===== config.mk =====
export PLATFORM = sky130hd
export DESIGN_NAME = score_digit_renderer_flat
export DESIGN_NICKNAME = d
export VERILOG_FILES = /design/src/rtl/score_digit_renderer_if.sv /design/src/rtl/score_digit_renderer.sv /design/src/flat_wrapper.sv
export SDC_FILE = /design/constraint.sdc
export NUM_CORES = 1
export LEC_CHECK = 0
export BUFFER_PORTS_ARGS = -buffer_cell sky130_fd_sc_hd__buf_2
export CORE_MARGIN = 4
export CORE_UTILIZATION = 35
export CTS_CLUSTER_DIAMETER = 80
export DETAILED_ROUTE_END_ITERATION = 8
export HOLD_SLACK_MARGIN = 0.12
export SETUP_SLACK_MARGIN = 0.2
export SYNTH_ARGS = -nofsm -noshare
export SYNTH_HDL_FRONTEND = slang
export SYNTH_SLANG_ARGS = --single-unit

===== constraint.sdc =====
create_clock -name clk -period 2.1 [get_ports clk]
set_input_delay 0.21 -clock clk [delete_from_list [all_inputs] [get_ports clk]]
set_output_delay 0.21 -clock clk [all_outputs]
set_load 0.02 [all_outputs]

===== src/rtl/score_digit_renderer_if.sv =====
// Bundle between the score renderer, game FSM, VGA counter, glyph ROM and colour mux.
// The slave side is the renderer; the master side drives beam position, score events and glyph data.
interface score_digit_renderer_if #(
  parameter int unsigned NUM_DIGITS = 4
) ();
  logic                    score_inc;
  logic                    score_clr;
  logic [10:0]             hcount;
  logic [9:0]              vcount;
  logic [3:0]              font_addr;
  logic [31:0]             font_data;
  logic                    pixel_on;
  logic [4*NUM_DIGITS-1:0] score_bcd;

  modport master (
    output score_inc, score_clr, hcount, vcount, font_data,
    input  font_addr, pixel_on, score_bcd
  );

  modport slave (
    input  score_inc, score_clr, hcount, vcount, font_data,
    output font_addr, pixel_on, score_bcd
  );
endinterface


===== src/rtl/score_digit_renderer.sv =====
// BCD score counter and 3-stage score pixel renderer, aligned to a 1-cycle glyph ROM.
// Defining SCORE_LZ_BLANK_EN blanks zero digits left of the most significant non-zero digit.
module score_digit_renderer #(
  parameter int unsigned NUM_DIGITS = 4,
  parameter int unsigned X0         = 560,
  parameter int unsigned Y0         = 16,
  parameter int unsigned COL_SCALE  = 2,
  parameter int unsigned ROW_SCALE  = 4,
  parameter int unsigned DIGIT_GAP  = 4
) (
  input logic                   clk,
  input logic                   reset,
  score_digit_renderer_if.slave bus
);
  localparam int unsigned W        = 4 * NUM_DIGITS;
  localparam int unsigned CellW    = 8 * COL_SCALE;
  localparam int unsigned CellH    = 4 * ROW_SCALE;
  localparam int unsigned Pitch    = CellW + DIGIT_GAP;
  localparam int unsigned ColShift = $clog2(COL_SCALE);
  localparam int unsigned RowShift = $clog2(ROW_SCALE);

  logic [W-1:0]          score_q, score_d, disp_q;
  logic                  all_nines, carry;
  logic [NUM_DIGITS-1:0] blank;
  logic                  lead;
  int unsigned           x, y, lo;
  logic                  in_y, hit;
  logic [2:0]            col_d;
  logic [1:0]            row_d;
  logic [3:0]            addr_d;

  logic [3:0]            font_addr_q;
  logic                  in_box_q, in_box_d2, pixel_on_q;
  logic [2:0]            col_q, col_d2;
  logic [1:0]            row_q, row_d2;

  // Ripple-carry BCD increment; saturates at all nines, clear wins over increment.
  always_comb begin
    score_d   = score_q;
    all_nines = 1'b1;
    carry     = 1'b1;
    for (int i = 0; i < NUM_DIGITS; i++) begin
      if (score_q[4*i +: 4] != 4'd9) all_nines = 1'b0;
    end
    if (bus.score_clr) begin
      score_d = '0;
    end else if (bus.score_inc && !all_nines) begin
      for (int i = 0; i < NUM_DIGITS; i++) begin
        if (carry) begin
          if (score_q[4*i +: 4] == 4'd9) begin
            score_d[4*i +: 4] = 4'd0;
          end else begin
            score_d[4*i +: 4] = score_q[4*i +: 4] + 4'd1;
            carry             = 1'b0;
          end
        end
      end
    end
  end

  always_comb begin
    blank = '0;
    lead  = 1'b1;
`ifdef SCORE_LZ_BLANK_EN
    // The ones digit (index 0) is never blanked.
    for (int i = int'(NUM_DIGITS) - 1; i > 0; i--) begin
      lead     = lead && (disp_q[4*i +: 4] == 4'd0);
      blank[i] = lead;
    end
`endif
  end

  // Slot decode by constant range compares; slot s shows digit NUM_DIGITS-1-s.
  always_comb begin
    x      = 32'(bus.hcount[10:1]);
    y      = 32'(bus.vcount);
    in_y   = (y >= Y0) && (y < Y0 + CellH);
    row_d  = 2'((y - Y0) >> RowShift);
    hit    = 1'b0;
    col_d  = '0;
    addr_d = 4'hF;
    lo     = 0;
    for (int unsigned d = 0; d < NUM_DIGITS; d++) begin
      lo = X0 + (NUM_DIGITS - 1 - d) * Pitch;
      if (in_y && !blank[d] && (x >= lo) && (x < lo + CellW)) begin
        hit    = 1'b1;
        col_d  = 3'((x - lo) >> ColShift);
        addr_d = disp_q[4*d +: 4];
      end
    end
  end

  always_ff @(posedge clk) begin
    if (reset) begin
      score_q     <= '0;
      disp_q      <= '0;
      font_addr_q <= 4'hF;
      in_box_q    <= 1'b0;
      col_q       <= '0;
      row_q       <= '0;
      in_box_d2   <= 1'b0;
      col_d2      <= '0;
      row_d2      <= '0;
      pixel_on_q  <= 1'b0;
    end else begin
      score_q <= score_d;
      if (bus.hcount == 11'd0 && bus.vcount == 10'd0) disp_q <= score_q;
      font_addr_q <= hit ? addr_d : 4'hF;
      in_box_q    <= hit;
      col_q       <= col_d;
      row_q       <= row_d;
      in_box_d2   <= in_box_q;
      col_d2      <= col_q;
      row_d2      <= row_q;
      // {row, col} equals 8*row + col, so this picks font_data[31 - 8*row - col].
      pixel_on_q  <= in_box_d2 & bus.font_data[5'd31 - {row_d2, col_d2}];
    end
  end

  assign bus.score_bcd = score_q;
  assign bus.font_addr = font_addr_q;
  assign bus.pixel_on  = pixel_on_q;
endmodule

===== src/flat_wrapper.sv =====
// flat-port wrapper written by rule: the top's interface ports become plain ports
module score_digit_renderer_flat 
#(
  parameter int unsigned NUM_DIGITS = 4,
  parameter int unsigned X0         = 560,
  parameter int unsigned Y0         = 16,
  parameter int unsigned COL_SCALE  = 2,
  parameter int unsigned ROW_SCALE  = 4,
  parameter int unsigned DIGIT_GAP  = 4
)
  (clk, reset, bus_score_inc, bus_score_clr, bus_hcount, bus_vcount, bus_font_data, bus_font_addr, bus_pixel_on, bus_score_bcd);
  score_digit_renderer_if #(.NUM_DIGITS(NUM_DIGITS)) bus_i ();
  input logic clk;
  input logic reset;
  input wire logic [$bits(bus_i.score_inc)-1:0] bus_score_inc;
  input wire logic [$bits(bus_i.score_clr)-1:0] bus_score_clr;
  input wire logic [$bits(bus_i.hcount)-1:0] bus_hcount;
  input wire logic [$bits(bus_i.vcount)-1:0] bus_vcount;
  input wire logic [$bits(bus_i.font_data)-1:0] bus_font_data;
  output wire logic [$bits(bus_i.font_addr)-1:0] bus_font_addr;
  output wire logic [$bits(bus_i.pixel_on)-1:0] bus_pixel_on;
  output wire logic [$bits(bus_i.score_bcd)-1:0] bus_score_bcd;
  assign bus_i.score_inc = bus_score_inc;
  assign bus_i.score_clr = bus_score_clr;
  assign bus_i.hcount = bus_hcount;
  assign bus_i.vcount = bus_vcount;
  assign bus_i.font_data = bus_font_data;
  assign bus_font_addr = bus_i.font_addr;
  assign bus_pixel_on = bus_i.pixel_on;
  assign bus_score_bcd = bus_i.score_bcd;
  score_digit_renderer #(.NUM_DIGITS(NUM_DIGITS), .X0(X0), .Y0(Y0), .COL_SCALE(COL_SCALE), .ROW_SCALE(ROW_SCALE), .DIGIT_GAP(DIGIT_GAP)) u_core (.clk(clk), .reset(reset), .bus(bus_i));
endmodule

## Word-level counts from Yosys, hierarchy flattened

Index checks and enable logic that the tools add are counted.

- Reduce and logical (&&, ||, !) cells: 19
- Bitwise gates (word level): 2
- $lt $le $gt $ge: 11
- Add/subtract/negate cells: 10
- Eq/ne operators: 8
- Mux-type cells: 33

Operators by type and width:

| cell | number |
|---|---|
| >= comparator 10 bit, second input constant | 4 |
| < comparator 10 bit, second input constant | 4 |
| two-way mux 4 bit | 8 |
| two-way mux 1 bit | 20 |
| adder 4 x 1 -> 4 bit, second input constant | 4 |
| == test 4 bit, second input constant | 4 |
| inequality test 4 bit, second input constant | 4 |
| two-way mux 3 bit | 4 |
| logical AND 1 bit | 11 |
| logical NOT 11 bit | 1 |
| >= comparator 10 x 5 -> 1 bit, second input constant | 1 |
| logical NOT 10 bit | 1 |
| < comparator 10 x 6 -> 1 bit, second input constant | 1 |
| subtractor 4 x 1 -> 4 bit, second input constant | 2 |
| subtractor 4 bit, second input constant | 2 |
| < comparator 5 x 6 -> 1 bit, second input constant | 1 |
| AND reduction 2 bit | 3 |
| binary-select mux 1 bit (select 5 bit) | 1 |
| subtractor 5 bit, first input constant | 1 |
| OR reduction 2 bit | 2 |
| subtractor 4 x 3 -> 4 bit, second input constant | 1 |
| AND 1 bit | 1 |
| logical NOT 1 bit | 1 |
| inverter 1 bit | 1 |

- Output and inout port bits: 21
- Input port bits: 57
- Logic and storage cells: 96
- Register bits: 49

## Depth between registers and ports, before layout

Gate-level depths: netlist of run 1.

- Depth in word-level cells: 16
- Gate-level depth with buffers: 8
- Gate-level depth less buffers: 7

## Worst setup path after synthesis of run 1

No wires, ideal clock.

- Kind: input-to-reg
- From: input port bus_hcount[4]
- To: register u_core.font_addr_q[0], in the netlist u_core.bus.font_addr[0]
- Arrival time: 1.875 ns
- Stages on the path: 8
- Setup time: 0.138 ns
- Path slack: 0.088 ns
- Buffers on the path: 1
- Path through: clkbuf_1 -> inv_1 -> ha_1 -> or3b_2 -> a211o_1 -> o21a_1 -> o21ai_1 -> nand4_1

- Longest elaborated chain between the ends: 9
- Elaborated cells between the ends (all ways): 26

Ends and longest elaborated chain:

| what | RTL line | RTL |
|---|---|---|
| from (decl) | flat_wrapper.sv:17 | `input wire logic [$bits(bus_i.hcount)-1:0] bus_hcount;` |
| >= comparator 10 bit | score_digit_renderer.sv:85 | `if (in_y && !blank[d] && (x >= lo) && (x < lo + CellW)) begin` |
| logical AND 1 bit (2 in series) | score_digit_renderer.sv:85 |  |
| two-way mux 1 bit (4 in series) | score_digit_renderer.sv:85 |  |
| inverter 1 bit (no line) | - |  |
| OR reduction 2 bit (no line) | - |  |
| to (signal assigned) | score_digit_renderer.sv:108 | `font_addr_q <= hit ? addr_d : 4'hF;` |
| to (decl) | score_digit_renderer.sv:32 | `logic [3:0] font_addr_q;` |

Parallel ways exist; a longest one is shown, timed or not.
A chain may end at the register's enable or synchronous reset.

## Worst setup path after layout of run 1

- From: register u_core.score_q[15], in the netlist u_core.bus.score_bcd[15]
- To: register u_core.score_q[0], in the netlist u_core.bus.score_bcd[0]

- Longest elaborated chain between the ends: 4

Ends and longest elaborated chain:

| what | RTL line | RTL |
|---|---|---|
| from (decl) | score_digit_renderer.sv:22 | `logic [W-1:0] score_q, score_d, disp_q;` |
| from (signal assigned) | score_digit_renderer.sv:106 | `score_q <= score_d;` |
| inequality test 4 bit | score_digit_renderer.sv:43 | `if (score_q[4*i +: 4] != 4'd9) all_nines = 1'b0;` |
| two-way mux 1 bit | score_digit_renderer.sv:43 |  |
| logical NOT 1 bit | score_digit_renderer.sv:47 | `end else if (bus.score_inc && !all_nines) begin` |
| logical AND 1 bit | score_digit_renderer.sv:47 |  |

Every way passes these cells.

==> results of run 1 <==
[sequential cells by signal (all words and copies together) (netlist names)]
signal,count
u_core.bus.font_addr,4
u_core.bus.pixel_on,1
u_core.bus.score_bcd,16
u_core.col_d2,3
u_core.col_q,3
u_core.disp_q,16
u_core.in_box_d2,1
u_core.in_box_q,1
u_core.row_d2,2
u_core.row_q,2
[where the power goes]
| group | total (mW) | switching, mW | internal (mW) |
|---|---|---|---|
| clock network | 0.669 | 0.311 | 0.358 |
| registers | 0.937 | 0.00379 | 0.933 |
| logic | 0.162 | 0.0816 | 0.0807 |
| total | 1.77 | 0.396 | 1.37 |
[cell usage in the layout (no fill, tap or decap), drive strengths merged, types with 5 or more instances in the layout]
cell    synthesis  final
a21oi          21     21
and3            5      5
buf             5     91
clkbuf         10      6
dfxtp          49     49
ha              5      5
inv            12     12
mux2i          14     14
mux4            8      8
nand2          23     23
nand3           8      8
nand4           9      9
nor2           25     25
nor2b          13     13
nor3            5      5
o21ai          18     18
[worst max path at each step]
stage,to,slack (ns)
final,u_core.bus.score_bcd[0]$_SDFFE_PP0P_,0.29
after global routing,u_core.bus.score_bcd[12]$_SDFFE_PP0P_,0.22
after CTS,u_core.bus.score_bcd[15]$_SDFFE_PP0P_,0.20
after detailed placement,u_core.bus.font_addr[0]$_SDFF_PP1_,0.11
after global placement,u_core.bus.font_addr[3]$_SDFF_PP1_,0.18
after floorplan,u_core.bus.font_addr[0]$_SDFF_PP1_,0.21
[area by class of cell]
type	instances	area, sq um
fill	702	3699
multi-input combinational	211	1483
sequential	49	983.4
timing repair buffer	91	503.0
tap	96	120.1
clock buffer	6	72.57
inverter	12	45.04
clock inverter	2	38.79
[cells by family (layout without fill, tap and decap cells)]
family / Yosys count / in the layout / synth area share, %
simple gates: 113 / 113 / 24.24
buf+inv: 27 / 111 / 4.260
fa+ha+maj: 5 / 5 / 2.449
compound gates: 63 / 63 / 15.18
flops: 49 / 49 / 38.39
mux: 24 / 24 / 13.42
xor+xnor: 6 / 6 / 2.057
[worst max-delay path, delay by kind of cell, from the launching register on]
| family | cells | cell delay [ns] |
|---|---|---|
| and+or+nand+nor | 3 | 1.21 |
| DFF | 1 | 0.40 |
| AOI/OAI and AO/OA | 1 | 0.14 |
[metrics by stage]
step | cell area, sq um | setup slack [ns]
final | 3246 | 0.2872
after floorplan | 2564 | 0.2121
after detailed placement | 3122 | 0.1129
after global placement | 3122 | 0.1773
after global routing | 3246 | 0.2153
after CTS | 3233 | 0.2005
[per-layer routing]
layer  vias to the layer above  track usage [%]  share of wire (%)
met4                         0            3.663               0.56
met2                        78            26.86                 48
li1                       1215                -                  -
met3                         4            3.862                7.6
met5                         -                0                  0
met1                      1102            18.34                 44
==> metrics.yaml, run 1 <==
status:
  status: "finished clean"
critical_path:
  cp_slowest_stage_delay_ns: 0.47
  crit_arrival_ns: 2.05
  start_kind: "register"
  timing.reg2reg.setup_slack_ns: 0.29
  path_max_fanout: 8
  crit_slowest_cell: "or4_4"
  timing.rr.start: "u_core.bus.score_bcd[15]$_SDFFE_PP0P_"
  crit_type: "reg -> reg"
  cp_cell_sequence: "or3b_1 -> or4_4 -> or3_1 -> a21oi_1"
  reg2reg_depth: 4
  startpoint: "u_core.bus.score_bcd[15]$_SDFFE_PP0P_"
  r2r_end: "u_core.bus.score_bcd[0]$_SDFFE_PP0P_"
  cp-end-kind: "register"
  critPathRequiredTime_ns: 2.34
global_route:
  grt_pass1_wl_microns: 10790
  grt_pass1_vias: 2364
  grt_overflow_total: 0
  antenna_found_initial: 0
  grt_usage_pct: 15.20
  grt_max_degree: 30
timing:
  tns_ns: 0
  setup_viol: 0
  rsz0062_at_grt: "false"
  tightestPinTransition_ns: 0.5239
  slew_viol_final: 0
  fin_skew_ns: 0.01099
  whs_ns: 0.1661
  max_slew_margin_pct: 64.95
  fmax_mhz: 551.6
  finalHoldViolations: 0
  fin_crit_ns: 1.813
  finalCritPeriodShare_pct: 86.32
clocking:
  post_cts_resized: 0
  clock_latency_ns: 0.30
  htreeDepth: 2
  cts_buffers: 5
  clock_sinks: 49
  postCtsSetupRepairBufs: 0
  clockRootBuffer: "clkbuf_8"
  clk_path_buf_depth: 2
  cts_tree: "done"
  ctsHoldBuffers: 0
  clk_pin_slew_ns: 0.10
synth:
  synth-edff-count: 0
  synth_top_area_share_pct: 38.39
  synthCells: 287
  synth_area_sq_um: 2555
  ys_ff_latch: 49
  yosysSeqAreaShare_pct: 38.39
  synth-async-reset-ratio_pct: 0
  yosys_warnings: 0
  synth.most_common_cell: "dfxtp_1"
  syn_nets: 349
  synth_top_area_cell: "dfxtp_1"
  synth_flop_cell: "dfxtp_1"
  synth_commonest_cells: "dfxtp_1 (49), nor2_1 (24), nand2_1 (23)"
  ys_types: 50
  synth.area.top_cells: "dfxtp_1 (38%), mux4_2 (7.1%), mux2i_1 (5.5%)"
  synth_area_per_cell_sq_um: 8.902
routing:
  viasPerCell: 5.137
  vias: 2399
  drt_wl_total_microns: 6649
  drtIter0Drc: 76
  first_pass_iters: 4
  ant_nets: 0
  routedWlPerCell_microns: 14.24
  drc_errors: 0
die:
  io_pins: 78
  die_height_microns: 93.44
  start_util_pct: 36.79
  die_x_microns: 93.44
  num_rows: 30
  dieArea_sq_um: 8731
  core_sq_um: 6944
placement:
  place_inst: 459
  hpwl_microns: 5221
  gp_congestion: 0.8486
  numPortBuffers: 77
finish:
  final_core_utilization_pct: 46.74
  drive_gt1_share_pct: 32.35
  synthToLayoutAreaGrowth_pct: 27.03
  nNetsFinal: 432
  final_cells: 467
  antenna_cells: 0
hold_path:
  worstHoldPathType: "in -> reg"
  hold_end: "u_core.row_q[1]$_SDFF_PP0_"
  min_from: "bus_vcount[3]"
  whs_path_depth: 2
power_and_ir_drop:
  irDropWorstVdd_uv: 282.5
  p_leak_nw: 1.271
  p_total_mw: 1.768
  powerDensity_nw_per_um2: 544.8
job:
  drv_cap: 0
No activity file was read; power rests on OpenSTA's default activity.
==> run 2: changes to the inputs <==
--- a/config.mk
+++ b/config.mk
@@ -7,10 +7,11 @@
 export LEC_CHECK = 0
 export BUFFER_PORTS_ARGS = -buffer_cell sky130_fd_sc_hd__buf_2
 export CORE_MARGIN = 4
-export CORE_UTILIZATION = 35
+export CORE_UTILIZATION = 55
 export CTS_CLUSTER_DIAMETER = 80
 export DETAILED_ROUTE_END_ITERATION = 8
 export HOLD_SLACK_MARGIN = 0.12
+export PLACE_DENSITY = 0.85
 export SETUP_SLACK_MARGIN = 0.2
 export SYNTH_ARGS = -nofsm -noshare
 export SYNTH_HDL_FRONTEND = slang
==> constraint.sdc (replaced) <==
create_clock -name clk -period 2.3 [get_ports clk]
set_input_delay 0.23 -clock clk [delete_from_list [all_inputs] [get_ports clk]]
set_output_delay 0.23 -clock clk [all_outputs]
set_load 0.02 [all_outputs]
==> metrics.yaml, run 2 (synthesized netlist as in run 1, its figures left out) <==
critical_path:
  r2r_end: "u_core.bus.score_bcd[15]$_SDFFE_PP0P_"
  reg2reg_depth: 5
  crit_arrival_ns: 2.14
  cp_cell_sequence: "or3b_1 -> or4_1 -> nand3_2 -> nor2_1 -> a311o_1"
  timing.rr.start: "u_core.bus.score_bcd[13]$_SDFFE_PP0P_"
  cp_slowest_stage_delay_ns: 0.53
  endpoint: "u_core.bus.score_bcd[15]$_SDFFE_PP0P_"
  timing.reg2reg.setup_slack_ns: 0.35
  start_kind: "register"
  startpoint: "u_core.bus.score_bcd[13]$_SDFFE_PP0P_"
  critPathRequiredTime_ns: 2.48
  crit_type: "reg -> reg"
  path_max_fanout: 9
  cp-end-kind: "register"
  crit_slowest_cell: "or4_1"
finish:
  final_common_cell: "buf_2"
  final_cell_mix: "buf_2 (77), dfxtp_1 (48), nor2_1 (24)"
  seqCellArea_sq_um: 982.2
  nNetsFinal: 424
  num-fill-cells: 362
  multiInputGateArea_sq_um: 1465
  drive_gt1_share_pct: 29.56
  antenna_cells: 0
  design_area_sq_um: 3092
  synthToLayoutAreaGrowth_pct: 21.01
power_and_ir_drop:
  powerDensity_nw_per_um2: 510.7
  irDropWorstVdd_uv: 539.6
  p_seq_share_pct: 54.1
  p_int_mw: 1.240
  p_sw_share_pct: 21.47
  p_leak_nw: 1.216
  p_clk_share_pct: 36.8
  power_switching_uw: 339.0
  p_total_mw: 1.579
  p_comb_share_pct: 9.1
placement:
  pre_cts_ws_ns: 0.1346
  hpwl_microns: 4589
  dpl_cell_area_sq_um: 2987
  gp_congestion: 0.9357
  numPortBuffers: 77
clocking:
  postCtsSetupRepairBufs: 0
  clk_pin_slew_ns: 0.08
  clockRootBuffer: "clkbuf_8"
  cts_tree: "done"
  htreeDepth: 2
  clk_path_buf_depth: 2
  clock_sinks: 49
  cts_buffers: 5
  clock_latency_ns: 0.29
global_route:
  grt_max_degree: 31
  grt_pass1_vias: 2220
  antenna_found_initial: 0
  grt_usage_pct: 20.62
  grt_overflow_total: 0
  grt_pass1_wl_microns: 10120
die:
  start_util_pct: 57.88
  dieArea_sq_um: 5800
  num_rows: 24
  core_sq_um: 4414
  die_x_microns: 76.16
  io_pins: 78
  die_height_microns: 76.16
routing:
  drt_wl_total_microns: 6038
  drc_errors: 0
  vias: 2419
  routedWlPerCell_microns: 14.58
  ant_nets: 0
  drtIter0Drc: 135
  viasPerCell: 5.843
  first_pass_iters: 4
hold_path:
  min_from: "bus_vcount[3]"
  worstHoldPathType: "in -> reg"
timing:
  tns_ns: 0
  fin_crit_ns: 1.954
  slew_viol_final: 0
  finalHoldViolations: 0
  setup_viol: 0
  fmax_mhz: 511.8
  fin_ws_ns: 0.3461
  finalCritPeriodShare_pct: 84.95
  tightestPinTransition_ns: 0.5168
  fin_skew_ns: 0.005220
  rsz0062_at_grt: "false"
  max_slew_margin_pct: 65.55
job:
  drv_cap: 0
status:
  status: "finished clean"
## run 2: cell count changes in the layout (fill, tap and decap cells not counted), sizes merged
| cell | change |
|---|---|
| buf | -8 |
| clkbuf | -1 |
## run 2: layout make-up
type / count / area share, %
clock buffer: 5 / 2.226
clock inverter: 2 / 1.133
inverter: 12 / 1.457
multi-input combinational: 211 / 47.39
sequential: 49 / 31.77
tap: 52 / 2.104
timing repair buffer: 83 / 13.92
## run 2: worst min-delay path by stage
stage,end,slack (ns),cells after the start
final,u_core.row_q[1]$_SDFF_PP0_,0.17,2
after global routing,u_core.row_q[0]$_SDFF_PP0_,0.19,2
after CTS,u_core.row_q[1]$_SDFF_PP0_,0.16,2
after floorplan,u_core.row_q[0]$_SDFF_PP0_,0.36,1
after detailed placement,u_core.row_d2[1]$_SDFF_PP0_,0.42,1
after global placement,u_core.col_d2[0]$_SDFF_PP0_,0.42,1
## run 2: worst max-delay path, delay by kind of cell, from the launching register on
family           cells  cell delay [ns]
AND/OR/NAND/NOR      4             1.14
flip-flops           1             0.39
AO/OA/AOI/OAI        1             0.31
## run 2: per-stage QoR
stage / std cells / hold slack, ns / util, %
2_1_floorplan: 287 / 0.3582 / -
3_3_place_gp: 407 / 0.4184 / 67.66
3_5_place_dp: 407 / 0.4223 / 67.66
4_1_cts: 414 / 0.1594 / 70.01
5_1_grt: 414 / 0.1922 / 70.04
6_report: 414 / 0.1675 / 70.04
## run 2: timing repair
item                                    in CTS  in global routing
hold buffers                                 0                  0
endpoints found under the setup margin       0                  2
resized for setup                            0                  1
## run 2: power groups by stage
stage	logic (mW)	clock network (mW)	registers, mW
floorplan	0.0741	0	0.876
global placement	0.138	0	0.875
detailed placement	0.142	0	0.875
CTS	0.142	0.599	0.855
global route	0.157	0.631	0.856
finish	0.143	0.581	0.855
## run 2: routing by layer
layer | up-vias | part of all wire [%] | GRT usage (%)
met5 | - | 0 | 0
met1 | 1132 | 43 | 25.95
met4 | 0 | 0.68 | 3.846
met3 | 4 | 8.1 | 6.265
met2 | 88 | 48 | 35.02
li1 | 1195 | - | -
